===== src/rtl/overlap_pkg.sv =====
// Shared types and saturation helper for the multi-channel overlap-add stage.
// Mode encodings match the 2-bit block mode sampled with sample 0 of each block.
package overlap_pkg;

  typedef enum logic [1:0] {
    OVL_NORMAL = 2'b00,
    OVL_FIRST  = 2'b01,
    OVL_LAST   = 2'b10,
    OVL_BYPASS = 2'b11
  } ovl_mode_e;

  typedef enum logic {
    ST_OVERLAP = 1'b0,
    ST_STORE   = 1'b1
  } ovl_state_e;

  // Widest sample the saturation helper supports; callers sign-extend into it.
  localparam int SAT_W = 64;

  // Clamp a signed sum to a signed range of 'width' bits.
  // Result: bit SAT_W is the clip flag, bits [SAT_W-1:0] hold the clamped value.
  function automatic logic [SAT_W:0] saturate(input logic signed [SAT_W:0] sum,
                                              input int width);
    logic signed [SAT_W:0] one;
    logic signed [SAT_W:0] hi;
    logic signed [SAT_W:0] lo;
    one    = '0;
    one[0] = 1'b1;
    hi     = (one <<< (width - 1)) - one;
    lo     = -(one <<< (width - 1));
    if (sum > hi) begin
      saturate = {1'b1, hi[SAT_W-1:0]};
    end else if (sum < lo) begin
      saturate = {1'b1, lo[SAT_W-1:0]};
    end else begin
      saturate = {1'b0, sum[SAT_W-1:0]};
    end
  endfunction

endpackage


===== src/rtl/overlap_hist_bank.sv =====
// Per-channel history of the previous block's second half: CHANNELS x HALF_LEN samples.
// Combinational read, single registered write, asynchronous clear on reset.
module overlap_hist_bank #(
  parameter int DATA_W   = 32,
  parameter int HALF_LEN = 18,
  parameter int CHANNELS = 2,
  parameter int CH_W     = 1,
  parameter int IDX_W    = 5
) (
  input  logic              clk,
  input  logic              reset,
  input  logic [CH_W-1:0]   rd_ch,
  input  logic [IDX_W-1:0]  rd_idx,
  output logic [DATA_W-1:0] rd_dat,
  input  logic              wr_en,
  input  logic [CH_W-1:0]   wr_ch,
  input  logic [IDX_W-1:0]  wr_idx,
  input  logic [DATA_W-1:0] wr_dat
);

  localparam logic [CH_W:0] CH_LIMIT = (CH_W + 1)'(CHANNELS);

  logic [DATA_W-1:0] mem [CHANNELS][HALF_LEN];
  logic              rd_ch_ok;
  logic              wr_ch_ok;

  // Channel codes beyond CHANNELS (non power-of-two builds) read zero and never write.
  assign rd_ch_ok = ({1'b0, rd_ch} < CH_LIMIT);
  assign wr_ch_ok = ({1'b0, wr_ch} < CH_LIMIT);

  always_comb begin
    rd_dat = '0;
    if (rd_ch_ok) begin
      rd_dat = mem[rd_ch][rd_idx];
    end
  end

  always_ff @(posedge clk or negedge reset) begin
    if (!reset) begin
      for (int c = 0; c < CHANNELS; c++) begin
        for (int i = 0; i < HALF_LEN; i++) begin
          mem[c][i] <= '0;
        end
      end
    end else if (wr_en && wr_ch_ok) begin
      mem[wr_ch][wr_idx] <= wr_dat;
    end
  end

endmodule


===== src/rtl/overlap_add_mc.sv =====
// Multi-channel overlap-add: first half of each block plus stored history -> HALF_LEN PCM samples, 1-cycle latency.
// Input stalls in OVERLAP only while the single output register is full and not drained; STORE always accepts.
module overlap_add_mc
  import overlap_pkg::*;
#(
  parameter int DATA_W   = 32,
  parameter int HALF_LEN = 18,
  parameter int CHANNELS = 2,
  parameter int CH_W     = (CHANNELS > 1) ? $clog2(CHANNELS) : 1
) (
  input  logic              clk,
  input  logic              reset,
  input  logic [1:0]        in_overlap_firstSequence,
  input  logic [CH_W-1:0]   in_overlap_channel,
  input  logic [DATA_W-1:0] in_overlap_pcmSample,
  input  logic              in_overlap_valid,
  output logic              in_overlap_ready,
  output logic [DATA_W-1:0] out_overlap_pcmSample,
  output logic [CH_W-1:0]   out_overlap_channel,
  output logic              out_overlap_last,
  output logic              out_overlap_valid,
  input  logic              out_overlap_ready,
  output logic              sat_pulse,
  output logic              busy
);

  localparam int IDX_W = (HALF_LEN > 1) ? $clog2(HALF_LEN) : 1;
  localparam logic [IDX_W-1:0] IDX_LAST = IDX_W'(HALF_LEN - 1);

  ovl_state_e        state_q;
  ovl_state_e        state_d;
  logic [IDX_W-1:0]  idx_q;
  logic [IDX_W-1:0]  idx_d;
  ovl_mode_e         mode_q;
  logic [CH_W-1:0]   ch_q;

  logic              sample0;
  ovl_mode_e         cur_mode;
  logic [CH_W-1:0]   cur_ch;
  logic              xfer;
  logic              ovl_xfer;
  logic              hist_we;
  logic [DATA_W-1:0] hist_wdat;
  logic [DATA_W-1:0] hist_rdat;

  logic [DATA_W-1:0]       addend;
  logic signed [DATA_W:0]  sum_w;
  logic signed [SAT_W:0]   sum_ext;
  logic [SAT_W:0]          sat_res;
  logic [SAT_W-DATA_W-1:0] sat_unused_bits;

  // Mode and channel come straight from the port on sample 0, from the latch afterwards.
  assign sample0  = (state_q == ST_OVERLAP) && (idx_q == '0);
  assign cur_mode = sample0 ? ovl_mode_e'(in_overlap_firstSequence) : mode_q;
  assign cur_ch   = sample0 ? in_overlap_channel : ch_q;
  assign xfer     = in_overlap_valid && in_overlap_ready;

  // State register
  always_ff @(posedge clk or negedge reset) begin
    if (!reset) begin
      state_q <= ST_OVERLAP;
      idx_q   <= '0;
    end else begin
      state_q <= state_d;
      idx_q   <= idx_d;
    end
  end

  // Next-state logic
  always_comb begin
    state_d = state_q;
    idx_d   = idx_q;
    if (xfer) begin
      if (idx_q == IDX_LAST) begin
        idx_d   = '0;
        state_d = (state_q == ST_OVERLAP) ? ST_STORE : ST_OVERLAP;
      end else begin
        idx_d = idx_q + 1'b1;
      end
    end
  end

  // FSM outputs; ready is forced low while reset is held.
  always_comb begin
    in_overlap_ready = 1'b0;
    ovl_xfer         = 1'b0;
    hist_we          = 1'b0;
    hist_wdat        = in_overlap_pcmSample;
    busy             = (state_q == ST_STORE) || (idx_q != '0);
    case (state_q)
      ST_OVERLAP: begin
        in_overlap_ready = reset && (!out_overlap_valid || out_overlap_ready);
        ovl_xfer         = xfer;
      end
      ST_STORE: begin
        in_overlap_ready = reset;
        hist_we          = xfer && (mode_q != OVL_BYPASS);
        if (mode_q == OVL_LAST) begin
          hist_wdat = '0;
        end
      end
      default: begin
        in_overlap_ready = 1'b0;
      end
    endcase
  end

  always_ff @(posedge clk or negedge reset) begin
    if (!reset) begin
      mode_q <= OVL_NORMAL;
      ch_q   <= '0;
    end else if (xfer && sample0) begin
      mode_q <= ovl_mode_e'(in_overlap_firstSequence);
      ch_q   <= in_overlap_channel;
    end
  end

  overlap_hist_bank #(
    .DATA_W   (DATA_W),
    .HALF_LEN (HALF_LEN),
    .CHANNELS (CHANNELS),
    .CH_W     (CH_W),
    .IDX_W    (IDX_W)
  ) u_hist (
    .clk    (clk),
    .reset  (reset),
    .rd_ch  (cur_ch),
    .rd_idx (idx_q),
    .rd_dat (hist_rdat),
    .wr_en  (hist_we),
    .wr_ch  (ch_q),
    .wr_idx (idx_q),
    .wr_dat (hist_wdat)
  );

  // First and bypass blocks ignore history; one extra bit keeps the sum exact before clamping.
  assign addend  = ((cur_mode == OVL_NORMAL) || (cur_mode == OVL_LAST)) ? hist_rdat : '0;
  assign sum_w   = $signed({in_overlap_pcmSample[DATA_W-1], in_overlap_pcmSample})
                 + $signed({addend[DATA_W-1], addend});
  assign sum_ext = {{(SAT_W - DATA_W){sum_w[DATA_W]}}, sum_w};
  assign sat_res = saturate(sum_ext, DATA_W);
  assign sat_unused_bits = sat_res[SAT_W-1:DATA_W];

  // Single output register: a new sample may replace one draining in the same cycle.
  always_ff @(posedge clk or negedge reset) begin
    if (!reset) begin
      out_overlap_valid     <= 1'b0;
      out_overlap_pcmSample <= '0;
      out_overlap_channel   <= '0;
      out_overlap_last      <= 1'b0;
      sat_pulse             <= 1'b0;
    end else begin
      sat_pulse <= 1'b0;
      if (ovl_xfer) begin
        out_overlap_valid     <= 1'b1;
        out_overlap_pcmSample <= sat_res[DATA_W-1:0];
        out_overlap_channel   <= cur_ch;
        out_overlap_last      <= (idx_q == IDX_LAST);
        sat_pulse             <= sat_res[SAT_W];
      end else if (out_overlap_ready) begin
        out_overlap_valid <= 1'b0;
      end
    end
  end

endmodule


===== config.mk =====
export PLATFORM = sky130hd
export DESIGN_NAME = overlap_add_mc
export DESIGN_NICKNAME = d
export VERILOG_FILES = /design/src/rtl/overlap_pkg.sv /design/src/rtl/overlap_hist_bank.sv /design/src/rtl/overlap_add_mc.sv
export SDC_FILE = /design/constraint.sdc
export NUM_CORES = 2
export LEC_CHECK = 0
export ABC_CLOCK_PERIOD_IN_PS = 14120
export BUFFER_PORTS_ARGS = -buffer_cell sky130_fd_sc_hd__buf_2
export CORE_UTILIZATION = 44
export DETAILED_ROUTE_END_ITERATION = 8
export GPL_TIMING_DRIVEN = 0
export PLACE_DENSITY_LB_ADDON = 0.25
export SLEW_MARGIN = 20
export SYNTH_ARGS = -nofsm -noshare
export SYNTH_HDL_FRONTEND = slang
export SYNTH_SLANG_ARGS = --single-unit

===== constraint.sdc =====
create_clock -name clk -period 14.12 [get_ports clk]
set_input_delay 0 -clock clk [delete_from_list [all_inputs] [get_ports clk]]
set_output_delay 0 -clock clk [all_outputs]
set_load 0.005 [all_outputs]

# After elaboration in Yosys (flattened, before gate mapping)
# Index checks and enable logic that the tools add are counted.
[word_totals] regBits=1197 inputBits=39 out_inout_bits=38
[op_classes] add_sub_neg=2 magnitude_cmp=7 eq_ne=4 mux=26 bitwise_logic=4 n_reduce_logical=16
[ops] cell="two-way mux 576 bit" count=4
[ops] cell="bitwise mux 1152 bit" count=1
[ops] cell="demux 576 bit (select 1 bit)" count=1
[ops] cell="two-way mux 32 bit" count=6
[ops] cell="binary-select mux 32 bit (select 5 bit)" count=1
[ops] cell="demux 32 bit (select 5 bit)" count=1
[ops] cell="two-way mux 65 bit" count=2
[ops] cell="adder 32 x 32 -> 33 bit" count=1
[ops] cell="> comparator 33 x 32 -> 1 bit, second input constant" count=1
[ops] cell="less-than comparator 33 x 32 -> 1 bit, second input constant" count=1
[ops] cell="logical AND 1 bit" count=7
[ops] cell="two-way mux 1 bit" count=7
[ops] cell=">= comparator 6 bit, second input constant" count=1
[ops] cell="less-than comparator 6 x 1 -> 1 bit, second input constant" count=1
[ops] cell="NOT 5 -> 6 bit" count=1
[ops] cell="adder 5 x 1 -> 5 bit, second input constant" count=1
[ops] cell="equality test 5 bit, second input constant" count=1
[ops] cell="logical NOT 5 bit" count=1
[ops] cell="two-way mux 5 bit" count=1
[ops] cell="nonzero test 5 bit" count=1
[ops] cell="equality test 2 bit, second input constant" count=2
[ops] cell=">= comparator 2 bit, second input constant" count=2
[ops] cell="NOT 1 -> 2 bit" count=2
[ops] cell="logical OR 1 bit" count=3
[ops] cell="9 further kinds" count=9

# Logic depth before layout (Yosys ltp)
[depth] word_depth=16 ltp_mapped=34 depth_no_buf=23

# Modules after synthesis
# Synthesis repeated with hierarchy kept, for this count alone.
[unflattened] cells_unflattened=3837 hier_area_um2=56336.5
[modules_own_cells] module="overlap_hist_bank" n_inst=1 cells_per_inst=3300 area_per_inst_um2=52076.2 seq_area_each_um2=28827.6
[modules_own_cells] module="overlap_add_mc" n_inst=1 cells_per_inst=537 area_per_inst_um2=4260.3 seq_area_each_um2=1126.1

# Worst setup path before layout
# OpenSTA, ideal clock, no wires.
[synth_path] path_kind="flip-flop to flip-flop" startpoint="reg idx_q[1]" endpoint="reg out_overlap_pcmSample[15]" t_arrival_ps=6240 required_time_ps=13992 slack_ps=7752 stages_incl_launch_ff=31 n_path_buf=9 period_less_slack_ps=6368 cell_sequence="dfrtp_1 > clkbuf_1 > clkinv_1 > clkbuf_1 > clkbuf_1 > ha_1 > buf_6 > nor4b_4 > and2b_4 > mux2_4 > buf_6 > buf_8 > buf_4 > mux4_2 > mux4_2 > nor2_1 > nor2_1 > ha_1 > inv_1 > fa_1 > nor2b_1 > o31a_1 > o21ai_1 > nand3b_1 > a31oi_1 > nor4bb_1 > o32a_1 > clkbuf_1 > o21ai_1 > clkbuf_2 > o21ai_0"
[synth_between] elab_chain_cells=15 elab_cells_between_ends=21
[synth_lines] item="start, declared" line="overlap_add_mc.sv:32" source="logic [IDX_W-1:0] idx_q;"
[synth_lines] item="start signal, assigned" line="overlap_add_mc.sv:65" source="idx_q <= idx_d;"
[synth_lines] item="logical NOT 5 bit" line="overlap_add_mc.sv:53" source="assign sample0 = (state_q == ST_OVERLAP) && (idx_q == '0);"
[synth_lines] item="logical AND 1 bit" line="overlap_add_mc.sv:53"
[synth_lines] item="two-way mux 1 bit" line="overlap_add_mc.sv:55" source="assign cur_ch = sample0 ? in_overlap_channel : ch_q;"
[synth_lines] item="NOT 1 -> 2 bit (implied by the code)" line="overlap_hist_bank.sv:34" source="rd_dat = mem[rd_ch][rd_idx];"
[synth_lines] item="two-way mux 576 bit (implied by the code) (3 in a row)" line="overlap_hist_bank.sv:34"
[synth_lines] item="binary-select mux 32 bit (select 5 bit)" line="overlap_hist_bank.sv:34"
[synth_lines] item="two-way mux 32 bit (implied by the code) (2 in a row)" line="overlap_hist_bank.sv:34"
[synth_lines] item="two-way mux 32 bit (*)" line="overlap_add_mc.sv:137" source="assign addend = ((cur_mode == OVL_NORMAL) || (cur_mode == OVL_LAST)) ? hist_rdat : '0;"
[synth_lines] item="adder 32 x 32 -> 33 bit (*)" line="overlap_add_mc.sv:139" source="+ $signed({addend[DATA_W-1], addend});"
[synth_lines] item="less-than comparator 33 x 32 -> 1 bit" line="overlap_pkg.sv:33" source="end else if (sum < lo) begin"
[synth_lines] item="two-way mux 65 bit" line="overlap_pkg.sv:33"
[synth_lines] item="two-way mux 65 bit (*)" line="overlap_pkg.sv:31" source="if (sum > hi) begin"
[synth_lines] item="end signal, assigned" line="overlap_add_mc.sv:156" source="out_overlap_pcmSample <= sat_res[DATA_W-1:0];"
[synth_lines] item="end, declared" line="overlap_add_mc.sv:18" source="output logic [DATA_W-1:0] out_overlap_pcmSample,"
# Mark *: on every way between the ends. The rest lies on a longest branch, timed or not. The select of a mux whose other input is x is not followed.
# A chain may end at the register's enable or synchronous reset.

# Final worst setup path
[layout_path] startpoint="reg idx_q[0]" endpoint="reg out_overlap_pcmSample[30]"
# The elaborated chain is that of the path after synthesis.

==> impl_metrics.ini <==
[layout]
layout_common_cells = nand2_1 (1,513), o21ai_0 (1,209), dfrtp_1 (1,197)
fin_nets = 5604
area_growth_pct = 14.5
drive_gt1_frac = 0.115
seq_area_um2 = 30000
nFillCells = 11100
multi_input_area_um2 = 21700
final_common_cell = nand2_1

[global_route]
gr-usage-met2 = 0.521
overflow = 0
antenna_found_initial = 13
use_met3 = 0.0949
track_usage = 0.352
grt_max_degree = 134
grt_pass1_vias = 43000
grt_util_met1 = 0.456
grt.busiest_layer = met2
grt_pass1_wl_um = 309000

[placed_design]
place_congestion = 1.02
io_buffers = 76
post-place-ws_ps = 3680
dp_hpwl_um = 159000

[sta]
grt_setup_unrepaired = false
slew_headroom = 0.172
clock-skew-final_ps = 22.9
fin_ws_ps = 2930
min_period_ps = 11190
final_hold_viol_count = 0
timing.fmax_mhz = 89.4
whs_ps = 84.4
period_share = 0.793
max_slew.worst_pin.slew_ps = 1240
finalMaxSlewViolations = 0
fin_setup_tns_ps = 0
setup_violations = 0

[synth]
synth_enable_flop_cells = 0
synthArstFlopShare = 1.00
avgSynthCellArea_um2 = 10.2
ys_seq_elements = 1197
netlist_area_um2 = 53800
syn-num-nets = 5333
yosysWarnings = 0
ys_seq_area_frac = 0.557
yosys-top-cells-area = dfrtp_1 (56%), o21ai_0 (11%), mux4_2 (11%), nand2_1 (11%), clkbuf_1 (3.0%)
synth_flop_cell = dfrtp_1
synth_cells = 5257
ys_types = 63
yosysTopAreaCellShare = 0.557
synth_largest_area_cell = dfrtp_1

[power_and_ir_drop]
ir_drop_mv = 0.135
power.leakage_uw = 0.0267
switching_share = 0.405
clock_power_share = 0.272
p_seq_frac = 0.337
combPwrFrac = 0.392
switching_power_uw = 5350
p_int_uw = 7840
power_density_nw_per_um2 = 214

[critical_path]
startpoint = idx_q[0]
worst-setup-path-type = reg -> reg
crit_path_max_incr_delay_ps = 1080
cp-start-kind = register
critPathMaxFanout = 11
slowest_stage = a2111oi_1
worstPathRequired_ps = 14780
crit_arrival_ps = 11850
crit_top_cell = a21oi_1
worstSetupEndpointType = register
reg2reg_from = idx_q[0]

[clock_tree]
post_cts_buffers = 0
worstSkewPairLatency_ps = 790
cts_buffer_depth = 3
root_buffer = clkbuf_16
clock-sinks = 1197
cts_buffers = 131
htreeDepth = 4
tritoncts = built
clk_pin_slew_worst_paths_ps = 60

[min_path]
hold_start = out_overlap_ready
min_path_type = in -> reg

[detailed_routing]
drt_iter0_markers = 5973
wirelength_um = 215000
wire_per_inst_um = 29.7
antenna_left = 0
drc = 0
vias_per_cell = 6.22
vias = 45100
drtPass1Iterations = 6

[run]
drv_cap = 0

[floorplanning]
io_pins = 77
core_um2 = 121000
die_width_um = 352
num_rows = 127
die_h_um = 352
start_util = 0.446
die_area_um2 = 124000

[outcome]
outcome = finished clean
==> final timing paths <==
path | end | slack (ps) | depth (start not counted)
worst max-delay path | out_overlap_pcmSample[30] | 2930 | 26
worst min-delay path | out_overlap_valid | 80 | 4
worst max register to register | out_overlap_pcmSample[30] | 2930 | 26
worst min register to register | out_overlap_pcmSample[6] | 470 | 2
max in group asynchronous | u_hist.mem[398] | 11950 | 6
min in group asynchronous | u_hist.mem[164] | 400 | 4
==> cells by family (layout without fill, tap and decap cells) <==
family	Yosys count	in the layout	synth area share
adders and majority gates	37	37	0.00875
DFF	1197	1197	0.557
other	0	4	0
AOI/OAI and AO/OA	1524	1524	0.152
buffers and inverters	488	862	0.0395
muxes	293	293	0.115
and+or+nand+nor	1688	1688	0.123
xor gates and xnor gates	30	30	0.00489
==> power by group through the flow <==
| stage | sequential, µW | clock (µW) | combinational [µW] |
|---|---|---|---|
| after floorplan | 4370 | 0 | 2870 |
| after global placement | 4470 | 0 | 4880 |
| after detailed placement | 4480 | 0 | 4960 |
| after CTS | 4420 | 3590 | 5000 |
| after global routing | 4500 | 3730 | 5370 |
| final | 4440 | 3580 | 5160 |
==> what timing repair did <==
item                      4_1_cts  5_1_grt
hold endpoints to repair      585        0
gates resized for setup         0        0
hold buffers                   44        0
==> metrics by stage <==
stage | instance area [µm²] | cells | power (µW) | util
detailed placement | 56600 | 6963 | 9440 | 0.469
global route | 61600 | 7243 | 13600 | 0.510
CTS | 61500 | 7243 | 13000 | 0.510
global placement | 56200 | 6945 | 9340 | 0.466
finish | 61600 | 7247 | 13200 | 0.510
floorplan | 53800 | 5257 | 7240 | -
==> sequential cells by signal, indices dropped and copies added, names as in the netlist <==
register and cells:
u_hist.mem 1152, out_overlap_pcmSample 32, ch_q 1, state_q 1, out_overlap_valid 1, out_overlap_last 1
idx_q 5, mode_q 2, out_overlap_channel 1, sat_pulse 1
==> area by class of cell <==
type,count,share of cell area
well taps,1612,0.0328
flip-flops and latches,1197,0.487
clock inverters,31,0.00687
multi-input cells,3572,0.353
inverters,16,0.000975
diodes,4,0.000163
repair buffers,138,0.0199
plain buffers,472,0.0341
clock buffers,205,0.0657
==> per-layer routing <==
metal / routed length (µm) / share of wire
met4: 16300 / 0.076
met1: 81600 / 0.38
met5: 69 / 0.00032
met2: 94000 / 0.44
met3: 23000 / 0.11
==> worst max-delay path: cells and delay by family, from the launching register on <==
family,cells,cell delay [ps]
buffers and inverters,8,5010
adder cells (fa/ha/maj),2,840
XOR/XNOR,1,190
AO/OA/AOI/OAI,10,3500
AND/OR/NAND/NOR,4,840
multiplexers,1,240
flip-flops,1,410
==> cells in the mapped netlist (11+ instances only) <==
cell type	instances
nand2_1	1513
and2_1	12
nor3_1	15
mux2i_1	31
a211oi_1	11
xnor2_1	21
nor2b_1	11
inv_1	14
ha_1	36
o21a_1	22
nor2_1	38
o31ai_1	14
o21ai_0	1209
and3_1	13
a2111oi_0	46
buf_4	12
a21o_1	12
mux4_2	257
nand3_1	55
clkbuf_1	424
a21oi_1	139
dfrtp_1	1197
buf_6	16
Power figures use the tool's default switching activity.
